<file path="config.mk">
export PLATFORM = sky130hd
export DESIGN_NAME = multdiv_sequencer
export DESIGN_NICKNAME = d
export VERILOG_FILES = /design/src/rtl/multdiv_sequencer.sv
export SDC_FILE = /design/constraint.sdc
export NUM_CORES = 1
export LEC_CHECK = 0
export CAP_MARGIN = 20
export CORE_ASPECT_RATIO = 0.7
export CORE_MARGIN = 4
export CORE_UTILIZATION = 64
export CTS_BUF_LIST = sky130_fd_sc_hd__clkbuf_8
export CTS_CLUSTER_DIAMETER = 80
export DETAILED_ROUTE_END_ITERATION = 8
export HOLD_SLACK_MARGIN = 0.12
export MAX_ROUTING_LAYER = met4
export PLACE_DENSITY = 0.95
export REMOVE_ABC_BUFFERS = 1
export SETUP_SLACK_MARGIN = 0.3
export SYNTH_ARGS = -nofsm -noshare
export SYNTH_HDL_FRONTEND = slang
export SYNTH_SLANG_ARGS = --single-unit
export TNS_END_PERCENT = 5
</file>
<file path="constraint.sdc">
create_clock -name clock -period 6.2 [get_ports clock]
set_input_delay 0.93 -clock clock [delete_from_list [all_inputs] [get_ports clock]]
set_output_delay 0.93 -clock clock [all_outputs]
set_load 0.005 [all_outputs]
</file>
<file path="src/rtl/multdiv_sequencer.sv">
// multdiv_sequencer: multi-cycle shift-add multiply / restoring divide.
// Optional MULTDIV_EXC_EN drives exc/exc_code (mul overflow, div-by-zero).
module multdiv_sequencer #(
  parameter int DATA_W = 32
) (
  input  logic              clock,
  input  logic              reset,
  input  logic              issue,
  input  logic [4:0]        opcode,
  input  logic [4:0]        aluop,
  input  logic [4:0]        rd,
  input  logic [DATA_W-1:0] opA,
  input  logic [DATA_W-1:0] opB,
  output logic              stall,
  output logic [DATA_W-1:0] result,
  output logic              result_valid,
  output logic [4:0]        result_rd,
  output logic              exc,
  output logic [DATA_W-1:0] exc_code
);
  localparam int CW = $clog2(DATA_W);
  localparam logic [4:0] OpR    = 5'b00000;
  localparam logic [4:0] AluMul = 5'b00110;
  localparam logic [4:0] AluDiv = 5'b00111;

  typedef enum logic [1:0] {IDLE, MUL, DIV, DONE} state_t;
  state_t state, stateNext;

  logic                isMulOp, isDivOp, mdGo, lastIter;
  logic [CW-1:0]       cnt;
  logic [DATA_W-1:0]   magA, magB, opMag;
  logic [2*DATA_W-1:0] acc;
  logic                negRes, divOp, divZero;
  logic [4:0]          rdReg;
  logic [DATA_W:0]     mulSum, divShift, divTrial;
  logic                divFits;
  logic [DATA_W-1:0]   resMag, resNext;

  assign isMulOp  = issue && opcode == OpR && aluop == AluMul;
  assign isDivOp  = issue && opcode == OpR && aluop == AluDiv;
  assign mdGo     = isMulOp || isDivOp;
  assign magA     = opA[DATA_W-1] ? -opA : opA;
  assign magB     = opB[DATA_W-1] ? -opB : opB;
  assign lastIter = cnt == CW'(DATA_W - 1);
  assign stall    = (state == IDLE && mdGo)
                 || state == MUL || state == DIV;

  always_ff @(posedge clock) begin
    if (reset) state <= IDLE;
    else       state <= stateNext;
  end

  always_comb begin
    stateNext = state;
    unique case (state)
      IDLE: begin
        if (isMulOp)      stateNext = MUL;
        else if (isDivOp) stateNext = (opB == '0) ? DONE : DIV;
      end
      MUL, DIV: if (lastIter) stateNext = DONE;
      DONE:     stateNext = IDLE;
      default:  stateNext = IDLE;
    endcase
  end

  // acc: mul = {partial product, remaining multiplier}
  //      div = {remainder, dividend/quotient bits}
  assign mulSum   = {1'b0, acc[2*DATA_W-1:DATA_W]}
                  + {1'b0, opMag & {DATA_W{acc[0]}}};
  assign divShift = acc[2*DATA_W-1:DATA_W-1];
  assign divTrial = divShift - {1'b0, opMag};
  assign divFits  = !divTrial[DATA_W];

  always_ff @(posedge clock) begin
    if (reset) begin
      cnt    <= '0;
      acc    <= '0;
      opMag  <= '0;
      negRes <= 1'b0;
      divOp  <= 1'b0;
      rdReg  <= '0;
    end else begin
      unique case (state)
        IDLE: if (mdGo) begin
          cnt    <= '0;
          rdReg  <= rd;
          negRes <= opA[DATA_W-1] ^ opB[DATA_W-1];
          divOp  <= isDivOp;
          opMag  <= isDivOp ? magB : magA;
          acc    <= {{DATA_W{1'b0}}, isDivOp ? magA : magB};
        end
        MUL: begin
          acc <= {mulSum, acc[DATA_W-1:1]};
          cnt <= cnt + CW'(1);
        end
        DIV: begin
          acc <= {divFits ? divTrial[DATA_W-1:0] : divShift[DATA_W-1:0],
                  acc[DATA_W-2:0], divFits};
          cnt <= cnt + CW'(1);
        end
        default: ;
      endcase
    end
  end

  // low half of the signed product equals the negated low half
  assign divZero = divOp && opMag == '0;
  assign resMag  = negRes ? -acc[DATA_W-1:0] : acc[DATA_W-1:0];
  assign resNext = divZero ? '0 : resMag;

  always_ff @(posedge clock) begin
    if (reset) begin
      result       <= '0;
      result_valid <= 1'b0;
      result_rd    <= '0;
    end else begin
      result_valid <= state == DONE;
      if (state == DONE) begin
        result    <= resNext;
        result_rd <= rdReg;
      end
    end
  end

`ifdef MULTDIV_EXC_EN
  logic [2*DATA_W-1:0] prodS;
  logic                mulOvf;

  assign prodS  = negRes ? -acc : acc;
  assign mulOvf = prodS[2*DATA_W-1:DATA_W]
               != {DATA_W{prodS[DATA_W-1]}};

  always_ff @(posedge clock) begin
    if (reset) begin
      exc      <= 1'b0;
      exc_code <= '0;
    end else if (state == DONE) begin
      if (divOp) begin
        exc      <= divZero;
        exc_code <= divZero ? DATA_W'(5) : '0;
      end else begin
        exc      <= mulOvf;
        exc_code <= mulOvf ? DATA_W'(4) : '0;
      end
    end
  end
`else
  assign exc      = 1'b0;
  assign exc_code = '0;
`endif

endmodule

</file>
==> results.md, run 1 <==
- Status: complete, no violations
- Share of layout cells above drive strength 1: 4.501%
- Slew headroom: 29.37%
- DIE WIDTH: 178.9 um
- Hold Fails Final Rpt: 0
- Setup Total Neg Slack: 0 ns
- Post-layout nets: 1988
- Critical path endpoint category: flop
- Via count: 14040
- Area delta synth->final: 11.55%
- Clk pin slew, worst setup/hold paths: 0.10 ns
- Leakage: 5.833 nW
- Placed Cells incl. Taps: 2080
- RSZ-0062 raised after global routing: no
- Hold WS: 0.4602 ns
- # resized after CTS: 0
- Worst-case reg-to-reg path depth: 14
- Min Tclk post-route: 4.242 ns
- Post-route clock period utilization: 68.42%
- Die outline height: 127.6 um
- Fillers: 1590
- CP bufs+invs: 3
- Slowest CP cell: buf_4
- Hold_buf cts: 0
- # Post-CTS Setup Buffers: 0
- Worst path depth: 14
- Yosys Warn Count: 0
- Maximum fanout along the worst path: 45
- Unique masters post-synth: 81
- Initial Util: 65.56%
- Register area share after synthesis: 22.64%
- Crit-path max cell delay: 0.53 ns
- Overall power: 0.002147 W
- DRT antenna net count: 0
- Final Slew Violations: 0
- GP Congestion: 1.005
- Initial antenna violation count: 0
- Post-synth EDFFs: 0
- Avg Cell Area, Syn: 7.294 um2
- Clk_lat worst skew: 0.49 ns
- Synth Flop Type: dfxtp_1
- Congestion Overflow GR: 0
- Top cell family by delay on the critical path: compound AO/OA/AOI/OAI gates
- HP Start: opMag[17]
- First-pass DRT Iterations: 6
- Final setup vio count: 0
- Core Area: 19960 um2
- Longest Clk Path Bufs: 2
- Crit Path Class: reg -> reg
- Worst Path Required: 6.56 ns
- Slew @ Worst Pin: 1.058 ns
- Vias in the first global route: 13100
- Final wirelength: 41.58 mm
- Clock sink count: 148
- Cell area after synthesis: 13090 um2
- Asr flop ratio synth: 0%
- Total CTS buffers: 17
- Site Rows: 43
- Io pins: 154
- Crit. Startpoint: acc[31]
- Crit path launch type: flop
- Number of stages on the worst hold path: 2
- H-tree depth: 4
- P per Cell Area: 147.1 nW/um2
- Ant. Diodes: 0
- CP cell instances: inv_1 -> ha_1 -> inv_1 -> fa_1 -> a211o_1 -> a211oi_1 -> or4_1 -> a21oi_1 -> a21oi_1 -> xnor2_4 -> buf_4 -> mux2_1 -> a22oi_1 -> o21ai_1
- Synthesized flop and latch total: 148
- Max Cap Violations: 0
- GRT Total Usage: 36.93%
- Syn Inst Count: 1794
- I/O Buffers: 120
- Drt via density: 6.640
- CTS tree: yes
- Peak supply drop: 144.0 uV
- WL/cell: 19.67 um
- Hpwl dp: 30.71 mm
- First-pass GRT wire length: 66.97 mm
- Skew final: 0.02683 ns
- Min-delay worst type: reg -> reg
- Largest net degree at the start of global routing: 62
- Full die area: 22830 um2
- Crit Reg-Reg Startpoint: acc[31]
- Max Freq: 0.2357 GHz
- Final instance count without filler cells: 2114
- Initial DRC count: 1986
- WP data arrival: 4.60 ns
- # DRC: 0
- CTS Root Buffer Type: clkbuf_8
## registers in the layout, indices dropped and copies added (netlist names)
signal        cells
result_valid      1
opMag            32
state             2
acc              64
cnt               5
result_rd         5
rdReg             5
negRes            1
divOp             1
result           32
## worst reg2reg max path, cell delays in order, from the launching register on
cell	delay, ns
dfxtp_1	0.37
inv_1	0.16
ha_1	0.19
inv_1	0.05
fa_1	0.46
a211o_1	0.35
a211oi_1	0.45
or4_1	0.22
a21oi_1	0.15
a21oi_1	0.36
xnor2_4	0.15
buf_4	0.53
mux2_1	0.41
a22oi_1	0.19
o21ai_1	0.08
## layer usage
metal	part of all wire, %	up-vias	global-route usage (%)
li1	-	6458	-
met1	43	6508	51.31
met2	43	949	53.82
met3	12	121	8.784
met4	2.4	0	10.01
met5	0	-	-
## cells in the mapped netlist, types with 40 or more instances
| cell | number | share of area, % |
|---|---|---|
| nand2_1 | 212 | 6.1 |
| a21oi_1 | 207 | 7.9 |
| nor2_1 | 160 | 4.6 |
| dfxtp_1 | 148 | 23 |
| clkbuf_1 | 103 | 3.0 |
| xnor2_1 | 80 | 5.4 |
| ha_1 | 73 | 7.0 |
| o21ai_0 | 67 | 2.6 |
| inv_1 | 65 | 1.9 |
| xor2_1 | 58 | 3.9 |
| o211ai_1 | 42 | 2.4 |
| nor2b_1 | 40 | 1.9 |
## per-stage QoR
step                      worst slack, ns  utilization [%]  cell area, um2
final                               1.958            73.13           14600
after global routing                1.707            73.13           14600
after CTS                           1.985            72.85           14540
after detailed placement            1.996            70.90           14150
after global placement              2.053            70.90           14150
after floorplan                     2.627                -           12470
## report_power, final
part | total [W] | switching (W) | leakage, nW | internal [W]
Sequential | 0.000979 | 0.0000192 | 1.19 | 0.000960
Clock | 0.000797 | 0.000463 | 0.199 | 0.000335
Combinational | 0.000371 | 0.000225 | 4.44 | 0.000146
Total | 0.00215 | 0.000707 | 5.83 | 0.00144
## final timing paths
kind	end	slack, ns
max	acc[46]	1.96
min	opMag[17]	0.46
max reg2reg	acc[46]	1.96
min reg2reg	opMag[17]	0.46
## kinds of logic (layout without fill, tap and decap cells)
| kind of cell | Yosys count | after routing | synth area share, % |
|---|---|---|---|
| muxes | 33 | 33 | 2.601 |
| xor gates and xnor gates | 139 | 139 | 9.447 |
| adders and majority gates | 75 | 75 | 7.286 |
| and+or+nand+nor | 602 | 602 | 21.86 |
| buffers and inverters | 218 | 236 | 7.449 |
| AOI/OAI and AO/OA | 578 | 578 | 28.69 |
| other | 1 | 33 | 0.02866 |
| DFF | 148 | 148 | 22.64 |
## final cells by class
cell class / instances / area, um2 / share of cell area, %
multi-input cells: 1460 / 9281 / 63.59
flip-flops and latches: 148 / 2963 / 20.30
repair buffers: 139 / 1381 / 9.463
well taps: 270 / 337.8 / 2.314
inverters: 65 / 244.0 / 1.672
clock buffers: 17 / 234.0 / 1.603
clock inverters: 15 / 155.1 / 1.063
## placed cells by master (no fill, tap or decap), types with 14 or more instances in the layout
cell	synthesis	routed
a211oi_1	15	15
a21o_1	26	26
a21oi_1	207	207
a221oi_1	20	20
a22oi_1	20	20
buf_4	36	18
clkbuf_8	0	17
clkdlybuf4s50_1	0	119
conb_1	1	33
dfxtp_1	148	148
ha_1	73	71
inv_1	65	65
mux2i_1	25	25
nand2_1	212	211
nand2b_1	23	22
nand3_1	38	38
nand4_1	14	14
nor2_1	160	159
nor2b_1	40	40
nor3_1	34	34
o211ai_1	42	42
o21ai_0	67	67
o21ai_1	29	29
o31ai_1	27	27
o41ai_1	15	15
xnor2_1	80	80
xor2_1	58	58
Power figures use the tool's default switching activity.
==> run 2, diff against run 1 <==
--- a/config.mk
+++ b/config.mk
@@ -8,13 +8,13 @@
 export CAP_MARGIN = 20
 export CORE_ASPECT_RATIO = 0.7
 export CORE_MARGIN = 4
-export CORE_UTILIZATION = 64
+export CORE_UTILIZATION = 59
 export CTS_BUF_LIST = sky130_fd_sc_hd__clkbuf_8
 export CTS_CLUSTER_DIAMETER = 80
 export DETAILED_ROUTE_END_ITERATION = 8
 export HOLD_SLACK_MARGIN = 0.12
 export MAX_ROUTING_LAYER = met4
-export PLACE_DENSITY = 0.95
+export PLACE_DENSITY = 0.91
 export REMOVE_ABC_BUFFERS = 1
 export SETUP_SLACK_MARGIN = 0.3
 export SYNTH_ARGS = -nofsm -noshare
==> constraint.sdc (replaced) <==
create_clock -name clock -period 4.1 [get_ports clock]
set_input_delay 0.615 -clock clock [delete_from_list [all_inputs] [get_ports clock]]
set_output_delay 0.615 -clock clock [all_outputs]
set_load 0.005 [all_outputs]
==> run 2 against run 1 <==
  * The run now ends with design-rule violations left
  * Wire length grew 0.54%
  * Count of clock-buffer cells in the layout increased by 2
  * Combinational power is 51% higher
  * Non-clock buffer count grew 23
  * Global-route usage is 3.0 points lower
  * Largest cell class unchanged
  * Highest routed layer unchanged
  * Total power up 59%
==> results.md, run 2 (synthesis results as in run 1) <==
- Full die area: 24660 um2 (+8.0%)
- Slew headroom: 32.23% (+2.9 points)
- Final instance count without filler cells: 2150 (+1.7%)
- Number of stages on the worst hold path: 2 (unchanged)
- RSZ-0062 raised after global routing: yes
- Hpwl dp: 31.24 mm (+1.7%)
- RR Endpoint: acc[0]
- Biggest register: acc
- Post-route clock period utilization: 90.50% (+22 points)
- Leakage: 5.980 nW (+2.5%)
- Placed Cells incl. Taps: 2116 (+1.7%)
- Failing checks: design-rule violations
- Max reg flops: 64 (unchanged)
- Clk pin slew, worst setup/hold paths: 0.09 ns (about the same)
- Max Freq: 0.2695 GHz (+14%)
- Worst-case reg-to-reg path depth: 15 (+1)
- Crit Path Class: reg -> reg
- Io pins: 154 (unchanged)
- First-pass DRT Iterations: 8 (+2)
- Reg2reg setup slack: 0.39 ns (-1.57 ns)
- Share of layout cells above drive strength 1: 5.517% (+1.0 points)
- GRT Total Usage: 33.92% (-3.0 points)
- Initial antenna violation count: 1 (+1)
- Post-layout nets: 2011 (+1.2%)
- Most frequent cells in the layout: nand2_1, a21oi_1, nor2_1
- CTS Root Buffer Type: clkbuf_8
- Critical path endpoint category: flop
- Maximum fanout along the worst path: 15 (-67%)
- Max Cap Violations: 0 (unchanged)
- Total CTS buffers: 17 (unchanged)
- GP Congestion: 1.013 (+0.88%)
- Peak supply drop: 228.1 uV (+58%)
- Min Tclk post-route: 3.711 ns (-0.5314 ns)
- Final Util: 68.37% (-4.8 points)
- Setup Slack @ Placement: 0.2076 ns (-1.788 ns)
- P per Cell Area: 229.7 nW/um2 (+56%)
- Vias in the first global route: 12760 (-2.6%)
- Crit path launch type: flop
- CTS tree: yes
- Initial DRC count: 1599 (-19%)
- Hold Fails Final Rpt: 0 (unchanged)
- DIE WIDTH: 186.0 um (+4.0%)
- Initial Util: 60.21% (-5.3 points)
- Die outline height: 132.6 um (+3.9%)
- Hold_buf cts: 0 (unchanged)
- Worst Path Required: 4.45 ns (-2.11 ns)
- Overall power: 0.003413 W (+59%)
- Status: finished with violations
- Area delta synth->final: 13.55%
- Slew @ Worst Pin: 1.013 ns (-0.04483 ns)
- Clk_lat worst skew: 0.48 ns (about the same)
- Site Rows: 45 (+4.7%)
- Final Slew Violations: 0 (unchanged)
- WL/cell: 19.44 um (-1.1%)
- Via count: 13910 (-0.91%)
- Core Area: 21730 um2 (+8.9%)
- Setup WS post-layout: 0.3893 ns (-1.569 ns)
- Hold path endpoint: rdReg[2]
- Final setup vio count: 0 (unchanged)
- Commonest non-fill, non-tap cell in the layout: nand2_1
- Setup Total Neg Slack: 0 ns (unchanged)
- Largest net degree at the start of global routing: 73 (+18%)
- HP Start: rdReg[2]
- Drt via density: 6.469 (-2.6%)
- DRT antenna net count: 0 (unchanged)
- Clock sink count: 148 (unchanged)
- I/O Buffers: 120 (unchanged)
- Final wirelength: 41.81 mm (+0.54%)
- First-pass GRT wire length: 66.59 mm (-0.58%)
- Min-delay worst type: reg -> reg
- # Post-CTS Setup Buffers: 0 (unchanged)
- H-tree depth: 4 (unchanged)
- Crit Reg-Reg Startpoint: acc[31]
- # DRC: 2 (+2)
- Skew final: 0.01727 ns (-0.009556 ns)
- Longest Clk Path Bufs: 2 (unchanged)
- WP data arrival: 4.06 ns (-0.54 ns)
- Congestion Overflow GR: 0 (unchanged)
- Top Registers: acc: 64 flops, opMag: 32 flops, result: 32 flops
==> run 2: report_power, final <==
group	switching [W]	leakage, nW	internal [W]
sequential	0.0000282	1.19	0.00145
combinational	0.000338	4.55	0.000224
clock	0.000615	0.239	0.000758
==> run 2: timing repair <==
action | in CTS | in global routing
gates resized for setup | 0 | 1
endpoints found under the setup margin | 0 | 11
hold endpoints to repair | 0 | 0
==> run 2: routing by layer <==
metal / routed length (um) / vias to the layer above / track usage (%)
li1: - / 6521 / -
met5: 0 / - / -
met1: 18830 / 6572 / 48.67
met4: 768 / 0 / 7.686
met3: 4315 / 76 / 7.365
met2: 17900 / 739 / 48.83
==> run 2: how the worst max path moves through the flow <==
stage	from	end	slack, ns	cells past startpoint
3_5_place_dp	opB[0]	opMag[30]	0.21	10
6_report	acc[31]	acc[0]	0.39	15
2_1_floorplan	state[0]	acc[56]	0.58	6
4_1_cts	acc[31]	acc[0]	0.47	15
3_3_place_gp	opB[0]	opMag[30]	0.30	10
5_1_grt	acc[31]	acc[0]	0.19	15
==> run 2: cell type report <==
cell class	count	area, um2
diodes	1	2.502
well taps	282	352.8
inverters	65	244.0
fillers	1866	6875
clock buffers	19	261.5
flip-flops and latches	148	2963
multi-input cells	1460	9283
repair buffers	162	1546
clock inverters	13	205.2
==> run 2: worst max-delay path, cell delays in order (launching register included) <==
cell and delay (ns):
dfxtp_1 0.32, inv_1 0.07, ha_1 0.21, inv_1 0.07
fa_1 0.38, a211o_1 0.32, a211oi_1 0.26, buf_4 0.18
or4_1 0.16, a21oi_1 0.08, buf_4 0.16, a21oi_1 0.33
xnor2_4 0.31, buf_4 0.29, a221oi_1 0.09, a2111oi_0 0.36
==> run 2: through the flow <==
step	hold slack, ns	area [um2]
finish	0.4613	14860
detailed placement	0.4482	14360
global placement	0.4422	14360
global route	0.4885	14860
CTS	0.4599	14820
floorplan	0.4258	12470
==> run 3, diff against run 2 <==
--- a/config.mk
+++ b/config.mk
@@ -7,7 +7,6 @@
 export LEC_CHECK = 0
 export CAP_MARGIN = 20
 export CORE_ASPECT_RATIO = 0.7
-export CORE_MARGIN = 4
 export CORE_UTILIZATION = 59
 export CTS_BUF_LIST = sky130_fd_sc_hd__clkbuf_8
 export CTS_CLUSTER_DIAMETER = 80
==> run 3 against run 2 <==
  * The flow now finishes without violations
  * Register-to-register slack better by 0.10 ns
  * Cell count up 0.19%
  * Flip-flop and latch count unchanged
  * Combinational power up 0.9%
  * Setup slack better by 0.10 ns
  * Non-clock buffer count up 4
==> results.md, run 3 (synthesis results as in run 1) <==
- Final Slew Violations: 0 (unchanged)
- Setup Slack @ Placement: 0.2348 ns (+0.02722 ns)
- Top Registers: acc: 64 flops, opMag: 32 flops, result: 32 flops
- Min-delay worst type: reg -> reg
- DIE WIDTH: 180.0 um (-3.2%)
- First-pass DRT Iterations: 7 (-1)
- WP data arrival: 4.00 ns (-0.06 ns)
- Leakage: 6.008 nW (+0.47%)
- Ant. Diodes: 0 (-1)
- Slew headroom: 34.28% (+2.1 points)
- Via count: 13960 (+0.38%)
- Largest net degree at the start of global routing: 65 (-11%)
- Area delta synth->final: 14.03%
- HP Start: opMag[15]
- Drt via density: 6.481 (+0.19%)
- Die outline height: 126.6 um (-4.5%)
- P per Cell Area: 232.5 nW/um2 (+1.2%)
- Placement Cell Area: 14390 um2 (+0.21%)
- Slew @ Worst Pin: 0.9827 ns (-0.03074 ns)
- Site Rows: 45 (unchanged)
- WL/cell: 19.79 um (+1.8%)
- Worst Path Required: 4.49 ns (+0.04 ns)
- Setup Total Neg Slack: 0 ns (unchanged)
- # DRC: 0 (-2)
- Vias in the first global route: 12840 (+0.62%)
- Hold path endpoint: opMag[15]
- Min Tclk post-route: 3.610 ns (-0.1008 ns)
- Hold WS: 0.4580 ns (-0.003298 ns)
- Full die area: 22790 um2 (-7.6%)
- Max reg flops: 64 (unchanged)
- Status: complete, no violations
- RR Endpoint: acc[59]
- Longest Clk Path Bufs: 2 (unchanged)
- Max Freq: 0.2770 GHz (+2.8%)
- Io pins: 154 (unchanged)
- Max Cap Violations: 0 (unchanged)
- Commonest non-fill, non-tap cell in the layout: nand2_1
- GP Congestion: 1.036 (+2.2%)
- Post-route clock period utilization: 88.05% (-2.5 points)
- Crit Reg-Reg Startpoint: acc[0]
- Setup WS post-layout: 0.4901 ns (+0.1008 ns)
- Peak supply drop: 206.6 uV (-9.4%)
- Crit. Startpoint: acc[0]
- RSZ-0062 raised after global routing: yes
- Share of layout cells above drive strength 1: 5.929% (+0.41 points)
- CTS tree: yes
- Clk_lat worst skew: 0.49 ns (about the same)
- Total CTS buffers: 17 (unchanged)
- I/O Buffers: 120 (unchanged)
- GRT Total Usage: 37.82% (+3.9 points)
- First-pass GRT wire length: 67.39 mm (+1.2%)
- DRT antenna net count: 0 (unchanged)
- Skew final: 0.01928 ns (+0.002016 ns)
- Core Area: 21730 um2 (unchanged)
- Number of stages on the worst hold path: 2 (unchanged)
- Crit path launch type: flop
- Biggest register: acc
- Final wirelength: 42.62 mm (+2.0%)
- Crit Path Class: reg -> reg
- Clk pin slew, worst setup/hold paths: 0.09 ns (about the same)
- Maximum fanout along the worst path: 19 (+4)
- Critical path endpoint category: flop
- Congestion Overflow GR: 0 (unchanged)
- CTS Root Buffer Type: clkbuf_8
- Initial DRC count: 1898 (+19%)
- H-tree depth: 4 (unchanged)
- Worst-case reg-to-reg path depth: 13 (-2)
- Reg2reg setup slack: 0.49 ns (+0.10 ns)
- Final setup vio count: 0 (unchanged)
- Most frequent cells in the layout: nand2_1, a21oi_1, nor2_1
- Hold Fails Final Rpt: 0 (unchanged)
- Hpwl dp: 31.14 mm (-0.34%)
- Post-layout nets: 2016 (+0.25%)
- Final instance area: 14920 um2 (+0.42%)
- Initial antenna violation count: 0 (-1)
- Initial Util: 60.21% (unchanged)
- Clock sink count: 148 (unchanged)
## run 3: changes by cell type in the layout (fill, tap and decap cells not counted)
cell      before  now
clkinv_2       1    2
inv_1         67   66
buf_8          0    1
buf_16         1    0
a21oi_4        0    1
clkbuf_8      19   22
buf_4         41   45
a21oi_2        2    3
diode_2        1    0
clkinv_4       2    1
inv_6          2    0
xnor2_2        0    1
a21oi_1      207  205
## run 3: cell type report
type | instances | area, um2
Multi-Input combinational cell | 1461 | 9314
Clock buffer | 22 | 302.8
Tap cell | 282 | 352.8
Timing Repair Buffer | 166 | 1564
Sequential cell | 148 | 2963
Clock inverter | 10 | 176.4
Fill cell | 1825 | 6813
Inverter | 65 | 247.7
## run 3: how the worst max path moves through the flow
| stage | slack, ns | cells past startpoint | end |
|---|---|---|---|
| after floorplan | 0.58 | 6 | acc[56] |
| after global placement | 0.29 | 10 | opMag[30] |
| after detailed placement | 0.23 | 10 | opMag[30] |
| after CTS | 0.38 | 14 | acc[0] |
| after global routing | 0.29 | 14 | acc[0] |
| final | 0.49 | 13 | acc[59] |
## run 3: metal layers
metal	up-vias	share of wire [%]	GRT usage [%]
li1	6522	-	-
met1	6554	45	52.20
met2	795	42	55.25
met3	90	11	7.867
met4	0	2.1	11.16
met5	-	0	-
## run 3: timing repair
item                                    in CTS  in global routing
resized for setup                            0                  5
endpoints found under the setup margin       0                 28
setup buffers                                0                  0
hold buffers                                 0                  0
## run 3: report_power, final
group          internal, W  total, W  switching (W)  leakage [nW]
Combinational     0.000224  0.000566       0.000342          4.56
Clock             0.000802   0.00142       0.000623         0.251
Sequential         0.00145   0.00148      0.0000285          1.19
Total              0.00248   0.00347       0.000993          6.01
## run 3: worst max-delay path, stage by stage, from the launching register on
cell	delay, ns
dfxtp_1	0.39
clkinvlp_4	0.32
buf_4	0.32
nor2_1	0.12
ha_1	0.28
and2_1	0.21
a221oi_1	0.35
nor2_1	0.07
a21oi_1	0.33
o21ai_0	0.32
nor3_1	0.25
xnor2_1	0.16
a21boi_0	0.11
a221oi_1	0.27
## run 3: per-stage QoR
step | cells | power [W] | utilization (%)
global route | 2154 | 0.003556 | 68.65
global placement | 2120 | 0.002037 | 66.19
finish | 2154 | 0.003470 | 68.65
CTS | 2152 | 0.003440 | 68.39
detailed placement | 2120 | 0.002050 | 66.19
floorplan | 1673 | 0.001805 | -
